File: src/rtl/llrc_frame_ctrl.sv
// llrc_frame_ctrl: frame sequencer for the LLR calculation datapath.
//
// Loads one OFDM symbol of channel weights (Kf) into the Kf RAM, then walks
// the Kf read address alongside the demapper metric stream (Mi). Each Mi
// sample is tagged first-pass (0) or second-pass (1). A {vld, tag} delay line
// matches the multiplier pipeline, so the FIFO write/read enables and the
// combiner strobe line up with the products they refer to.
//
// Ports
//   clk, rst      clock; asynchronous active-high reset
//   start         frame start pulse, accepted only when idle
//   kf_vld        Kf sample strobe (channel estimator)
//   mi_vld        Mi sample strobe (demapper)
//   fifo_full     pairing FIFO full
//   fifo_empty    pairing FIFO empty
//   kf_we         Kf RAM write enable (same cycle as kf_vld)
//   kf_waddr      Kf RAM write address
//   kf_raddr      Kf RAM read address (valid in the mi_vld cycle)
//   fifo_wr_en    store a first-pass product
//   fifo_rd_en    fetch the stored partner of a second-pass product
//   comb_vld      second-pass product and its partner are at the combiner
//   busy          not idle
//   done          one-cycle pulse when the frame has fully drained
//   err           sticky {underflow, overflow, sequence}, cleared on start
module llrc_frame_ctrl #(
  parameter int unsigned NSC      = 480,
  parameter int unsigned NPASS    = 8640,
  parameter int unsigned PIPE_LAT = 8,
  parameter int unsigned RD_LAT   = 2,
  parameter int unsigned AW       = 9,
  parameter int unsigned CW       = 14
) (
  input  logic          clk,
  input  logic          rst,
  input  logic          start,
  input  logic          kf_vld,
  input  logic          mi_vld,
  input  logic          fifo_full,
  input  logic          fifo_empty,
  output logic          kf_we,
  output logic [AW-1:0] kf_waddr,
  output logic [AW-1:0] kf_raddr,
  output logic          fifo_wr_en,
  output logic          fifo_rd_en,
  output logic          comb_vld,
  output logic          busy,
  output logic          done,
  output logic [2:0]    err
);

  typedef enum logic [1:0] {StIdle, StLoadKf, StStream, StDrain} state_e;

  localparam logic [AW-1:0] KfLast   = AW'(NSC - 1);
  localparam logic [CW-1:0] PassLast = CW'(NPASS - 1);
  // Delay-line bit k-1 holds a sample k cycles after its mi_vld.
  localparam int unsigned LastIdx = PIPE_LAT - 1;
  localparam int unsigned RdIdx   = PIPE_LAT - RD_LAT - 1;

  state_e              state_q, state_d;
  logic [AW-1:0]       waddr_q, waddr_d;
  logic [AW-1:0]       raddr_q, raddr_d;
  logic [CW-1:0]       mi_cnt_q, mi_cnt_d;
  logic                tag_q, tag_d;
  logic [PIPE_LAT-1:0] dl_vld_q, dl_vld_d;
  logic [PIPE_LAT-1:0] dl_tag_q, dl_tag_d;
  logic [2:0]          err_q, err_d;

  logic start_ok, kf_ok, mi_ok, seq_err;
  logic wr_req, rd_req, dl_empty;

  // Strobe qualification and delay-line taps.
  always_comb begin
    start_ok = start  && (state_q == StIdle);
    kf_ok    = kf_vld && (state_q == StLoadKf);
    mi_ok    = mi_vld && (state_q == StStream);
    seq_err  = (start && !start_ok) || (kf_vld && !kf_ok) || (mi_vld && !mi_ok);
    wr_req   = dl_vld_q[LastIdx] && !dl_tag_q[LastIdx];
    rd_req   = dl_vld_q[RdIdx] && dl_tag_q[RdIdx];
    dl_empty = (dl_vld_q == '0);
  end

  // Outputs.
  always_comb begin
    kf_we      = kf_ok;
    kf_waddr   = waddr_q;
    kf_raddr   = raddr_q;
    // A write into a full FIFO is dropped; the overflow flag records it.
    fifo_wr_en = wr_req && !fifo_full;
    // Reads are issued even when empty; the underflow flag marks the result bad.
    fifo_rd_en = rd_req;
    comb_vld   = dl_vld_q[LastIdx] && dl_tag_q[LastIdx];
    busy       = (state_q != StIdle);
    done       = (state_q == StDrain) && dl_empty;
    err        = err_q;
  end

  // Next state.
  always_comb begin
    state_d  = state_q;
    waddr_d  = waddr_q;
    raddr_d  = raddr_q;
    mi_cnt_d = mi_cnt_q;
    tag_d    = tag_q;
    dl_vld_d = {dl_vld_q[PIPE_LAT-2:0], mi_ok};
    dl_tag_d = {dl_tag_q[PIPE_LAT-2:0], tag_q};
    err_d    = (start_ok ? 3'b000 : err_q) |
               {rd_req && fifo_empty, wr_req && fifo_full, seq_err};

    unique case (state_q)
      StIdle: begin
        if (start_ok) begin
          state_d  = StLoadKf;
          waddr_d  = '0;
          raddr_d  = '0;
          mi_cnt_d = '0;
          tag_d    = 1'b0;
        end
      end
      StLoadKf: begin
        if (kf_ok) begin
          if (waddr_q == KfLast) begin
            waddr_d = '0;
            state_d = StStream;
          end else begin
            waddr_d = waddr_q + AW'(1);
          end
        end
      end
      StStream: begin
        if (mi_ok) begin
          if (mi_cnt_q == PassLast) begin
            // Pass boundary: second pass restarts the Kf walk from 0.
            mi_cnt_d = '0;
            tag_d    = !tag_q;
            raddr_d  = '0;
            if (tag_q) begin
              state_d = StDrain;
            end
          end else begin
            mi_cnt_d = mi_cnt_q + CW'(1);
            raddr_d  = (raddr_q == KfLast) ? '0 : raddr_q + AW'(1);
          end
        end
      end
      StDrain: begin
        if (dl_empty) begin
          state_d = StIdle;
        end
      end
      default: state_d = StIdle;
    endcase
  end

  always_ff @(posedge clk or posedge rst) begin
    if (rst) begin
      state_q  <= StIdle;
      waddr_q  <= '0;
      raddr_q  <= '0;
      mi_cnt_q <= '0;
      tag_q    <= 1'b0;
      dl_vld_q <= '0;
      dl_tag_q <= '0;
      err_q    <= 3'b000;
    end else begin
      state_q  <= state_d;
      waddr_q  <= waddr_d;
      raddr_q  <= raddr_d;
      mi_cnt_q <= mi_cnt_d;
      tag_q    <= tag_d;
      dl_vld_q <= dl_vld_d;
      dl_tag_q <= dl_tag_d;
      err_q    <= err_d;
    end
  end

endmodule
File: config.mk
export PLATFORM = sky130hd
export DESIGN_NAME = llrc_frame_ctrl
export DESIGN_NICKNAME = d
export VERILOG_FILES = /design/src/rtl/llrc_frame_ctrl.sv
export SDC_FILE = /design/constraint.sdc
export NUM_CORES = 1
export LEC_CHECK = 0
export ABC_AREA = 1
export CAP_MARGIN = 10
export CORE_ASPECT_RATIO = 1.5
export CORE_UTILIZATION = 44
export CTS_CLUSTER_DIAMETER = 100
export DETAILED_ROUTE_END_ITERATION = 6
export GPL_ROUTABILITY_DRIVEN = 0
export GPL_TIMING_DRIVEN = 0
export PLACE_DENSITY = 0.65
export SYNTH_ARGS = -nofsm -noshare
export SYNTH_HDL_FRONTEND = slang
export SYNTH_SLANG_ARGS = --single-unit
File: constraint.sdc
create_clock -name clk -period 1.4 [get_ports clk]
set_input_delay 0.21 -clock clk [delete_from_list [all_inputs] [get_ports clk]]
set_output_delay 0.21 -clock clk [all_outputs]
set_load 0.02 [all_outputs]
# == After elaboration in Yosys (flattened, before gate mapping) ==
# Index checks and enable logic that the tools add are counted.
# word_totals
ff_bits,54
latchBits,0
mem_bits_rw,0
romBits,0
in_bits,7
output_inout_bits,27
mem_count,0
# op_classes
add_sub_neg,3
mul,0
n_div,0
magnitude_cmp,0
n_eq_ne,13
n_shift,0
muxes,25
n_bitwise,1
n_reduce_logical,30
# op_table
cell,n
$mux W9,6
$mux W14,3
$pmux W9 S2,2
$pmux W14 S2,1
$add A9 B1 Y9 const B,2
$eq A9 B9 Y1 const B,2
$add A14 B1 Y14 const B,1
$eq A14 B14 Y1 const B,1
$mux W2,7
$logic_and A1 B1 Y1,13
$ne A2 B2 Y1 const B,5
$logic_not A8 Y1,1
$pmux W2 S4,1
$reduce_and A7 Y1,1
$logic_not A1 Y1,6
$reduce_and A3 Y1,2
$reduce_bool A2 Y1,3
$eq A2 B2 Y1 const B,2
$ne A2 B1 Y1 const B,2
$reduce_and A4 Y1,1
$mux W1,3
$mux W3,1
$or A3 B3 Y3,1
$eq A2 B1 Y1 const B,1
other kinds (3),4

# == Logic depth before layout (Yosys ltp) ==
# Gate-level depths: netlist of run 1.
# logic_depth
word_depth,7
depth_mapped,12

# == Worst setup path before layout of run 1 ==
# OpenSTA, ideal clock, no wires.
# synth_timing
kind,register to register
from,reg state_q[0]
to,"reg waddr_q[6], in the netlist kf_waddr[6]"
arrival_ns,1.446
required_time_ns,1.283
setup_slack_ns,-0.163
stages_incl_launch_ff,11
n_path_buf,0
period_less_slack_ns,1.563
path_cell_list,dfrtp_1 inv_1 ha_1 inv_1 nand2_1 nand2_1 nand2_2 nor2_1 nand3_1 nor2_1 nor2_1
# synth_between
elab_chain_cells,4
elab_cells_between_ends,9
# synth_lines
item,line_no,text
start: declaration,59,"state_e state_q, state_d;"
start signal: assignment,156,state_q <= StIdle;
start signal: assignment,165,state_q <= state_d;
$eq A2 B1 Y1 / $logic_not A2 Y1 (equally long branches),"74, 109, 73",
$logic_and A1 B1 Y1 (on tied branches),"74, 73",
$ne A2 B2 Y1 (no line),n/a,
$reduce_and A3 Y1 (no line),n/a,
end signal: assignment,166,waddr_q <= waddr_d;
end: declaration,60,"logic [AW-1:0] waddr_q, waddr_d;"
# Parallel ways exist; a longest one is shown, timed or not.
# A chain may end at the register's enable or synchronous reset.

# == Final worst setup path of run 1 ==
# layout_timing
from,reg state_q[0]
to,reg state_q[1]
# layout_between
elab_chain_cells,4
elab_cells_between_ends,16
# layout_lines
item,line_no
$eq A2 B2 Y1 (tied with other cells),"75, 109"
$logic_and A1 B1 Y1 (on tied branches),"75, 73, 74"
$ne A2 B2 Y1 (no line),n/a
$reduce_and A7 Y1 (no line),n/a
# Parallel ways exist; a longest one is shown, timed or not.

==> results.py, run 1 <==
metrics = {
    "route": {
        "dr.pass1.iters": 4,
        "via_count": 2463,
        "wire_per_inst_um": 13.9,
        "avgViaCountPerCell": 5.09,
        "drc": 0,
        "drtIter0Drc": 83,
        "drt_wl_total_um": 6750,
        "ant_nets": 0,
    },
    "die": {
        "start_util_pct": 46.3,
        "coreArea_mm2": 0.00591,
        "ios": 34,
        "die_h_um": 98.6,
        "dieArea_mm2": 0.00655,
        "row_count": 34,
        "die-width_um": 66.4,
    },
    "synth": {
        "yosys_warnings": 0,
        "synth_area_mm2": 0.00274,
        "syn-mean-instance-area_um2": 7.98,
        "yosysSeqAreaShare_pct": 49.4,
        "synth_area_leaders": "dfrtp_1 (49%), nand2_1 (13%), nor2_1 (7.1%)",
        "synth.distinct_cells": 31,
        "synthCells": 343,
        "synth_top_cell_area_share_pct": 49.4,
        "synth_nets": 358,
        "ys_ff_latch": 54,
        "yosys.area.top_type": "dfrtp_1",
    },
    "timing": {
        "setup_tns_ps": -7410,
        "slew_violations": 0,
        "tightest_slew_ps": 473,
        "relSlewSlack_pct": 68.4,
        "worst_slack_ps": -267,
        "period_needed_ps": 1670,
        "rsz0062_at_grt": "yes",
        "fmax_ghz": 0.600,
        "hold_violations": 0,
        "post-route-period-util_pct": 119,
        "finalClockSkew_ps": 8.60,
        "setup_viol": 39,
    },
    "worst_setup_path": {
        "cp_top_family": "simple AND/OR/NAND/NOR gates",
        "path_common_cell": "nand2_1",
        "path_max_fanout": 5,
        "end_kind": "flop",
        "critPathArrivalTime_ps": 1890,
        "cp.required_ps": 1620,
        "worstPathCellList": "buf_6, ha_4, buf_8, nand2_4, nand2_1, nor2_1, nand2_1, nor2_2, nand2_1, nand2_1, nand2_1",
        "crit_slowest_cell": "dfrtp_1",
        "slowest_delay_ps": 420,
        "critPathLaunchType": "flop",
        "worst-path-buf-inv": 2,
        "crit_type": "flop to flop",
    },
    "clocking": {
        "clockBufferDepth": 2,
        "cts-root-buf": "clkbuf_8",
        "cts_tree": "built",
        "clock-sinks": 54,
        "insertion_delay_ps": 320,
        "hold_buffers": 0,
        "clk_pin_slew_worst_paths_ps": 110,
        "htree_levels": 2,
        "cts_buffers": 5,
    },
    "power": {
        "p_total_mw": 7.05,
        "p_leak_nw": 1.85,
        "p_per_area_mw_per_mm2": 1810,
        "ir_drop_mv": 1.11,
    },
    "global_routing": {
        "grt_overflow": 0,
        "grt_pass1_vias": 2432,
        "antenna_found_initial": 0,
        "grt_usage_pct": 21.1,
        "grt_pass1_wl_um": 10700,
        "grt_max_degree": 55,
    },
    "run_status": {
        "status": "finished, violations left",
        "failed_checks": "negative setup slack",
    },
    "cells_and_area": {
        "n_antenna_cell": 0,
        "drive_gt1_share_pct": 29.1,
        "layout.nets": 426,
        "area_delta_synth_final_pct": 42.4,
    },
    "worst_hold_path": {
        "hold_path_class": "input port to async pin",
    },
    "job": {
        "max_cap_violations": 0,
    },
    "placement": {
        "port_buffers": 33,
        "place_hpwl_um": 4050,
    },
}
[worst paths after layout]
check / start / endpoint / slack (ps) / cells after the start
min in group clk: dl_tag_q[6] / dl_tag_q[7] / 360 / 0
worst min register to register: dl_tag_q[6] / dl_tag_q[7] / 360 / 0
worst min-delay path: rst / dl_tag_q[1] / 250 / 2
worst max-delay path: state_q[0] / state_q[1] / -270 / 11
worst max register to register: state_q[0] / state_q[1] / -270 / 11
max in group asynchronous: rst / state_q[1] / 620 / 3
[cells in the mapped netlist, drive strengths merged]
cell type and n:
nor3 5, dfrtp 54, nand4 9, o21ai 17
a21boi 1, o22ai 1, a31oi 1, buf 4
ha 8, nand3 20, xnor2 1, inv 48
nor2 55, nand3b 2, a22o 2, nand2 99
xor2 4, a21oi 7, or2 4, o221ai 1
[layout by cell type (no fill, tap or decap), types with 4 or more instances in the layout]
master            n
a21oi_2           4
buf_12            5
buf_4            13
buf_6            12
buf_8             4
clkbuf_8          5
clkdlybuf4s50_1   6
dfrtp_1          50
dfrtp_2           4
dlygate4sd2_1    20
ha_4              4
inv_1            37
inv_2             4
nand2_1          78
nand2_2          10
nand2_4           6
nand2_8           6
nand3_1          16
nand4_1           9
nor2_1           40
nor2_2            9
nor2_4            6
o21ai_1          13
xor2_1            4
[power breakdown]
group | leakage [nW] | internal [mW] | switching (mW) | total, mW
logic | 1.08 | 1.90 | 2.19 | 4.08
registers | 0.727 | 1.83 | 0.218 | 2.05
clock network | 0.0447 | 0.362 | 0.555 | 0.917
[metrics by stage]
step	util [%]	area, um2	std cells	setup slack (ps)	hold WS, ps
floorplan	-	2780	343	-90.1	278
global placement	54.1	3200	448	-378	335
detailed placement	54.1	3200	448	-349	337
CTS	62.5	3700	481	-245	362
global route	65.9	3900	484	-415	289
finish	65.9	3900	484	-267	252
[repair_timing]
action / in CTS / in global routing
endpoints found under the hold margin: 0 / 0
setup endpoints to repair: 62 / 44
resized for setup: 112 / 47
pin swaps: 11 / 13
cloned: 1 / 0
setup buffers: 24 / 4
[sequential cells by signal (all words and copies together), names as in the netlist]
name,flops
mi_cnt_q,14
kf_raddr,9
kf_waddr,9
dl_tag_q,8
dl_vld_q,8
err,3
state_q,2
tag_q,1
[cell type report]
type | count | area (um2)
Multi-Input combinational cell | 238 | 1490
Tap cell | 72 | 90.1
Timing Repair Buffer | 60 | 593
Fill cell | 488 | 2020
Inverter | 48 | 214
Sequential cell | 54 | 1360
Buffer | 4 | 60.1
Clock inverter | 3 | 25.0
Clock buffer | 5 | 68.8
[cell families (layout without fill, tap and decap cells)]
logic type	after synthesis	count (layout)	share of synthesized area (%)
compound gates	30	30	6.22
xor+xnor	5	5	1.60
fa+ha+maj	8	8	3.66
buf+inv	52	120	8.09
flops	54	54	49.4
simple gates	194	195	31.0
[routing by layer]
| layer | global-route usage [%] | wire, um | vias to the layer above | part of all wire, % |
|---|---|---|---|---|
| li1 | - | - | 1216 | - |
| met1 | 24.7 | 2650 | 1160 | 39 |
| met2 | 37.2 | 3650 | 72 | 54 |
| met3 | 3.82 | 279 | 15 | 4.1 |
| met4 | 8.35 | 170 | 0 | 2.5 |
| met5 | 0 | 0 | - | 0 |
Note: power is estimated with default switching activity, not from simulation.
==> inputs of run 2 (changes only) <==
Settings changed: CELL_PAD_IN_SITES_DETAIL_PLACEMENT set to 1, CELL_PAD_IN_SITES_GLOBAL_PLACEMENT set to 2, CORE_UTILIZATION 44 to 29, PLACE_DENSITY 0.65 to 0.72.
==> results.py, run 2 (same netlist as run 1, synthesis figures left out) <==
metrics = {
    "timing": {
        "tightest_slew_ps": 402,
        "fmax_ghz": 0.616,
        "worst_slack_ps": -224,
        "hold_violations": 0,
        "period_needed_ps": 1620,
        "finalClockSkew_ps": 7.42,
        "holdWs_ps": 248,
        "relSlewSlack_pct": 73.2,
        "setup_viol": 38,
        "rsz0062_at_grt": "yes",
        "post-route-period-util_pct": 116,
        "slew_violations": 0,
    },
    "clocking": {
        "clock-sinks": 54,
        "clk_pin_slew_worst_paths_ps": 80,
        "clockBufferDepth": 2,
        "cts-root-buf": "clkbuf_16",
        "hold_buffers": 0,
        "insertion_delay_ps": 300,
        "cts_buffers": 5,
        "htree_levels": 2,
        "cts_tree": "built",
    },
    "die": {
        "row_count": 43,
        "start_util_pct": 29.7,
        "dieArea_mm2": 0.00984,
        "die_h_um": 121,
        "die-width_um": 81.3,
        "coreArea_mm2": 0.00920,
        "ios": 34,
    },
    "route": {
        "avgViaCountPerCell": 4.77,
        "via_count": 2532,
        "wire_per_inst_um": 15.0,
        "ant_nets": 0,
        "drtIter0Drc": 82,
        "drc": 0,
        "dr.pass1.iters": 3,
        "drt_wl_total_um": 7960,
    },
    "cells_and_area": {
        "largest_reg_flops": 14,
        "fin_area_mm2": 0.00419,
        "area_delta_synth_final_pct": 53.3,
        "layout_common_cells": "nand2_1 (69), dfrtp_1 (49), inv_1 (37), nor2_1 (36), dlygate4sd2_1 (22)",
        "layout.nets": 433,
        "fin_util_pct": 45.6,
        "drive_gt1_share_pct": 34.6,
        "final_common_cell": "nand2_1",
        "top_register": "mi_cnt_q",
        "n_antenna_cell": 0,
    },
    "power": {
        "pwr-share-clk_pct": 17.1,
        "p_per_area_mw_per_mm2": 1850,
        "swShare_pct": 42.3,
        "switchingPower_mw": 3.28,
        "p_total_mw": 7.76,
        "ir_drop_mv": 0.861,
        "seqPwrFrac_pct": 26.5,
        "power_frac_comb_pct": 56.4,
        "p_leak_nw": 1.99,
        "p_int_mw": 4.48,
    },
    "worst_setup_path": {
        "crit_slowest_cell": "dfrtp_2",
        "end_kind": "flop",
        "crit_type": "flop to flop",
        "cp.required_ps": 1640,
        "critPathLaunchType": "flop",
        "worstPathCellList": "ha_4, buf_12, nand2_8, nand2_8, nor2_4, buf_6, nand2_4, o21ai_2, nand2_1, nor2_1",
        "path_max_fanout": 5,
        "critPathArrivalTime_ps": 1860,
        "slowest_delay_ps": 470,
        "path_common_cell": "nand2_8",
    },
    "global_routing": {
        "grt_max_degree": 39,
        "grt_overflow": 0,
        "antenna_found_initial": 0,
        "grt_pass1_wl_um": 12900,
        "grt_pass1_vias": 2678,
        "grt_usage_pct": 17.3,
    },
    "run_status": {
        "failed_checks": "negative setup slack",
        "status": "finished, violations left",
    },
    "job": {
        "max_cap_violations": 0,
    },
    "placement": {
        "place_hpwl_um": 5190,
        "port_buffers": 33,
        "place_area_mm2": 0.00327,
    },
    "worst_hold_path": {
        "hold_path_class": "input port to async pin",
    },
}
-- run 2: changes by cell type in the layout (fill, tap and decap cells not counted), sizes merged --
cell / delta
dlygate4sd2: +2
inv: +1
clkinvlp: -1
clkbuf: -2
buf: +7
-- run 2: through the flow --
| step | cells | setup TNS (ps) | setup slack [ps] |
|---|---|---|---|
| final | 531 | -6020 | -224 |
| after global routing | 531 | -9450 | -325 |
| after CTS | 521 | -5350 | -228 |
| after detailed placement | 489 | -12390 | -460 |
| after global placement | 488 | -24260 | -485 |
| after floorplan | 343 | -1080 | -90.1 |
-- run 2: final cells by class --
type	instances	area [um2]
plain buffers	2	35.0
clock buffers	5	125
clock inverters	3	28.8
fillers	1075	5010
inverters	48	211
multi-input cells	238	1630
flip-flops and latches	54	1360
well taps	112	140
repair buffers	69	671
-- run 2: path summary, 6_finish.rpt --
path / startpoint / to / slack [ps] / depth (start not counted)
max in group asynchronous: rst / kf_waddr[0] / 610 / 3
min in group clk: dl_tag_q[0] / dl_tag_q[1] / 350 / 0
min: rst / dl_tag_q[6] / 250 / 2
max: state_q[1] / kf_raddr[8] / -220 / 10
min reg2reg: dl_tag_q[0] / dl_tag_q[1] / 350 / 0
max reg2reg: state_q[1] / kf_raddr[8] / -220 / 10
-- run 2: repair_timing --
action                     CTS  global route
buffers inserted            23            14
resized for setup          142            52
setup endpoints to repair   62            43
pin swaps                   30            26
cloned                       1             0
-- run 2: power groups by stage --
stage | logic, mW | registers (mW) | clock network [mW]
CTS | 3.83 | 2.05 | 1.37
global route | 4.72 | 2.10 | 1.43
global placement | 2.30 | 2.07 | 0
finish | 4.38 | 2.05 | 1.33
floorplan | 1.46 | 2.13 | 0
detailed placement | 2.34 | 2.08 | 0
-- run 2: routing by layer --
layer / track usage, % / wire (um) / part of all wire [%] / up-vias
li1: - / - / - / 1230
met1: 18.7 / 3110 / 39 / 1269
met2: 33.1 / 4560 / 57 / 26
met3: 2.48 / 191 / 2.4 / 7
met4: 5.69 / 101 / 1.3 / 0
met5: 0 / 0 / 0 / -
-- run 2: critical path: cells and delay by family, from the launching register on --
| family | cells | cell delay (ps) |
|---|---|---|
| simple gates | 6 | 490 |
| fa+ha+maj | 1 | 200 |
| compound gates | 1 | 120 |
| buf+inv | 2 | 290 |
| flops | 1 | 470 |
==> inputs of run 3 (changes only) <==
Settings changed: PLACE_DENSITY 0.72 to 0.76.
==> results.py, run 3 (same netlist as run 1, synthesis figures left out) <==
metrics = {
    "run_status": {
        "status": "finished, violations left",
        "failed_checks": "negative setup slack",
    },
    "worst_hold_path": {
        "hold_path_class": "input port to async pin",
    },
    "die": {
        "coreArea_mm2": 0.00920,
        "ios": 34,
        "row_count": 43,
        "dieArea_mm2": 0.00984,
        "start_util_pct": 29.7,
        "die-width_um": 81.3,
        "die_h_um": 121,
    },
    "worst_setup_path": {
        "crit_start": "state_q[1]",
        "worst-path-buf-inv": 3,
        "crit_type": "flop to flop",
        "r2r-start": "state_q[1]",
        "path_depth": 10,
        "cp.required_ps": 1590,
        "critPathArrivalTime_ps": 1870,
        "slowest_delay_ps": 450,
        "reg2reg_depth": 10,
        "cp_top_family": "flip-flops",
        "r2r_slack_ps": -280,
        "path_max_fanout": 4,
        "critPathLaunchType": "flop",
        "setup.worst_path.end": "kf_raddr[4]",
        "r2r-end": "kf_raddr[4]",
        "crit_slowest_cell": "dfrtp_2",
        "end_kind": "flop",
        "worstPathCellList": "ha_4, buf_8, nand2_8, nand2_4, nor2_4, buf_12, buf_6, nand2_2, xor2_1, nor2_1",
    },
    "timing": {
        "setup_tns_ps": -6240,
        "tightest_slew_ps": 428,
        "setup_viol": 36,
        "worst_slack_ps": -280,
        "period_needed_ps": 1680,
        "fmax_ghz": 0.595,
        "rsz0062_at_grt": "yes",
        "relSlewSlack_pct": 71.4,
        "post-route-period-util_pct": 120,
        "holdWs_ps": 264,
        "hold_violations": 0,
        "finalClockSkew_ps": 6.82,
        "slew_violations": 0,
    },
    "placement": {
        "place_ws_ps": -516,
        "port_buffers": 33,
        "place_hpwl_um": 4960,
    },
    "route": {
        "ant_nets": 0,
        "wire_per_inst_um": 14.6,
        "avgViaCountPerCell": 4.69,
        "drt_wl_total_um": 7630,
        "via_count": 2445,
        "drtIter0Drc": 106,
        "drc": 0,
        "dr.pass1.iters": 6,
    },
    "cells_and_area": {
        "fillCellCount": 1084,
        "largest_reg_flops": 14,
        "area_delta_synth_final_pct": 44.3,
        "drive_gt1_share_pct": 27.4,
        "final_common_cell": "nand2_1",
        "layout.nets": 423,
        "layout_common_cells": "nand2_1 (75), dfrtp_1 (51), nor2_1 (43), inv_1 (38), dlygate4sd2_1 (21)",
        "n_antenna_cell": 0,
        "top_register": "mi_cnt_q",
    },
    "clocking": {
        "hold_buffers": 0,
        "clock-sinks": 54,
        "insertion_delay_ps": 300,
        "cts-root-buf": "clkbuf_16",
        "cts_buffers": 5,
        "cts_tree": "built",
        "clk_pin_slew_worst_paths_ps": 70,
        "htree_levels": 2,
        "clockBufferDepth": 2,
    },
    "power": {
        "switchingPower_mw": 3.06,
        "p_total_mw": 7.46,
        "p_leak_nw": 1.88,
        "swShare_pct": 40.9,
        "p_int_mw": 4.41,
        "pwr-share-clk_pct": 17.0,
        "p_per_area_mw_per_mm2": 1890,
        "ir_drop_mv": 0.741,
        "power_frac_comb_pct": 55.7,
        "seqPwrFrac_pct": 27.3,
    },
    "global_routing": {
        "grt_pass1_vias": 2586,
        "grt_usage_pct": 16.9,
        "grt_pass1_wl_um": 12600,
        "grt_overflow": 0,
        "grt_max_degree": 55,
        "antenna_found_initial": 0,
    },
    "job": {
        "max_cap_violations": 0,
    },
}
run 3: worst min path at each step:
stage / from / endpoint / slack [ps] / depth (start not counted)
after CTS: dl_tag_q[3] / dl_tag_q[4] / 360 / 0
after global placement: dl_tag_q[0] / dl_tag_q[1] / 330 / 0
final: rst / dl_tag_q[0] / 260 / 2
after detailed placement: dl_tag_q[1] / dl_tag_q[2] / 340 / 0
after global routing: rst / dl_tag_q[3] / 300 / 2
after floorplan: rst / dl_tag_q[0] / 280 / 1
run 3: stage by stage:
| step | std cells | util (%) | cell area, um2 |
|---|---|---|---|
| global placement | 488 | 35.3 | 3250 |
| detailed placement | 488 | 35.3 | 3250 |
| finish | 521 | 42.9 | 3950 |
| global route | 521 | 42.9 | 3950 |
| floorplan | 343 | - | 2780 |
| CTS | 519 | 40.9 | 3760 |
run 3: worst register-to-register path, cell delays in order, from the launching register on:
cell and delay (ps):
dfrtp_2 450, ha_4 190, buf_8 130, nand2_8 70, nand2_4 50, nor2_4 170
buf_12 140, buf_6 90, nand2_2 40, xor2_1 160, nor2_1 70
run 3: repair_timing:
| item | 4_1_cts | 5_1_grt |
|---|---|---|
| pin swaps | 14 | 12 |
| resized for setup | 93 | 52 |
| endpoints found under the setup margin | 62 | 41 |
| cloned | 2 | 0 |
| endpoints found under the hold margin | 0 | 0 |
| setup buffers | 21 | 3 |
run 3: power by group through the flow:
| stage | Sequential (mW) | Combinational [mW] | Clock [mW] |
|---|---|---|---|
| after detailed placement | 2.08 | 2.31 | 0 |
| after global routing | 2.08 | 4.47 | 1.37 |
| after CTS | 2.04 | 3.64 | 1.31 |
| after global placement | 2.06 | 2.29 | 0 |
| final | 2.04 | 4.15 | 1.27 |
| after floorplan | 2.13 | 1.46 | 0 |
run 3: layout make-up:
class	count	area (um2)	area share (%)
Buffer	3	45.0	1.14
Clock buffer	5	125	3.17
Clock inverter	3	21.3	0.539
Inverter	48	209	5.29
Multi-Input combinational cell	238	1480	37.4
Sequential cell	54	1360	34.3
Tap cell	112	140	3.55
Timing Repair Buffer	58	574	14.5
run 3: routing by layer:
metal	GRT usage (%)	part of all wire (%)	vias to the layer above
met5	0	0	-
met4	6.25	1.9	0
met3	2.33	2.2	9
met2	31.7	56	29
met1	18.7	40	1199
li1	-	-	1208
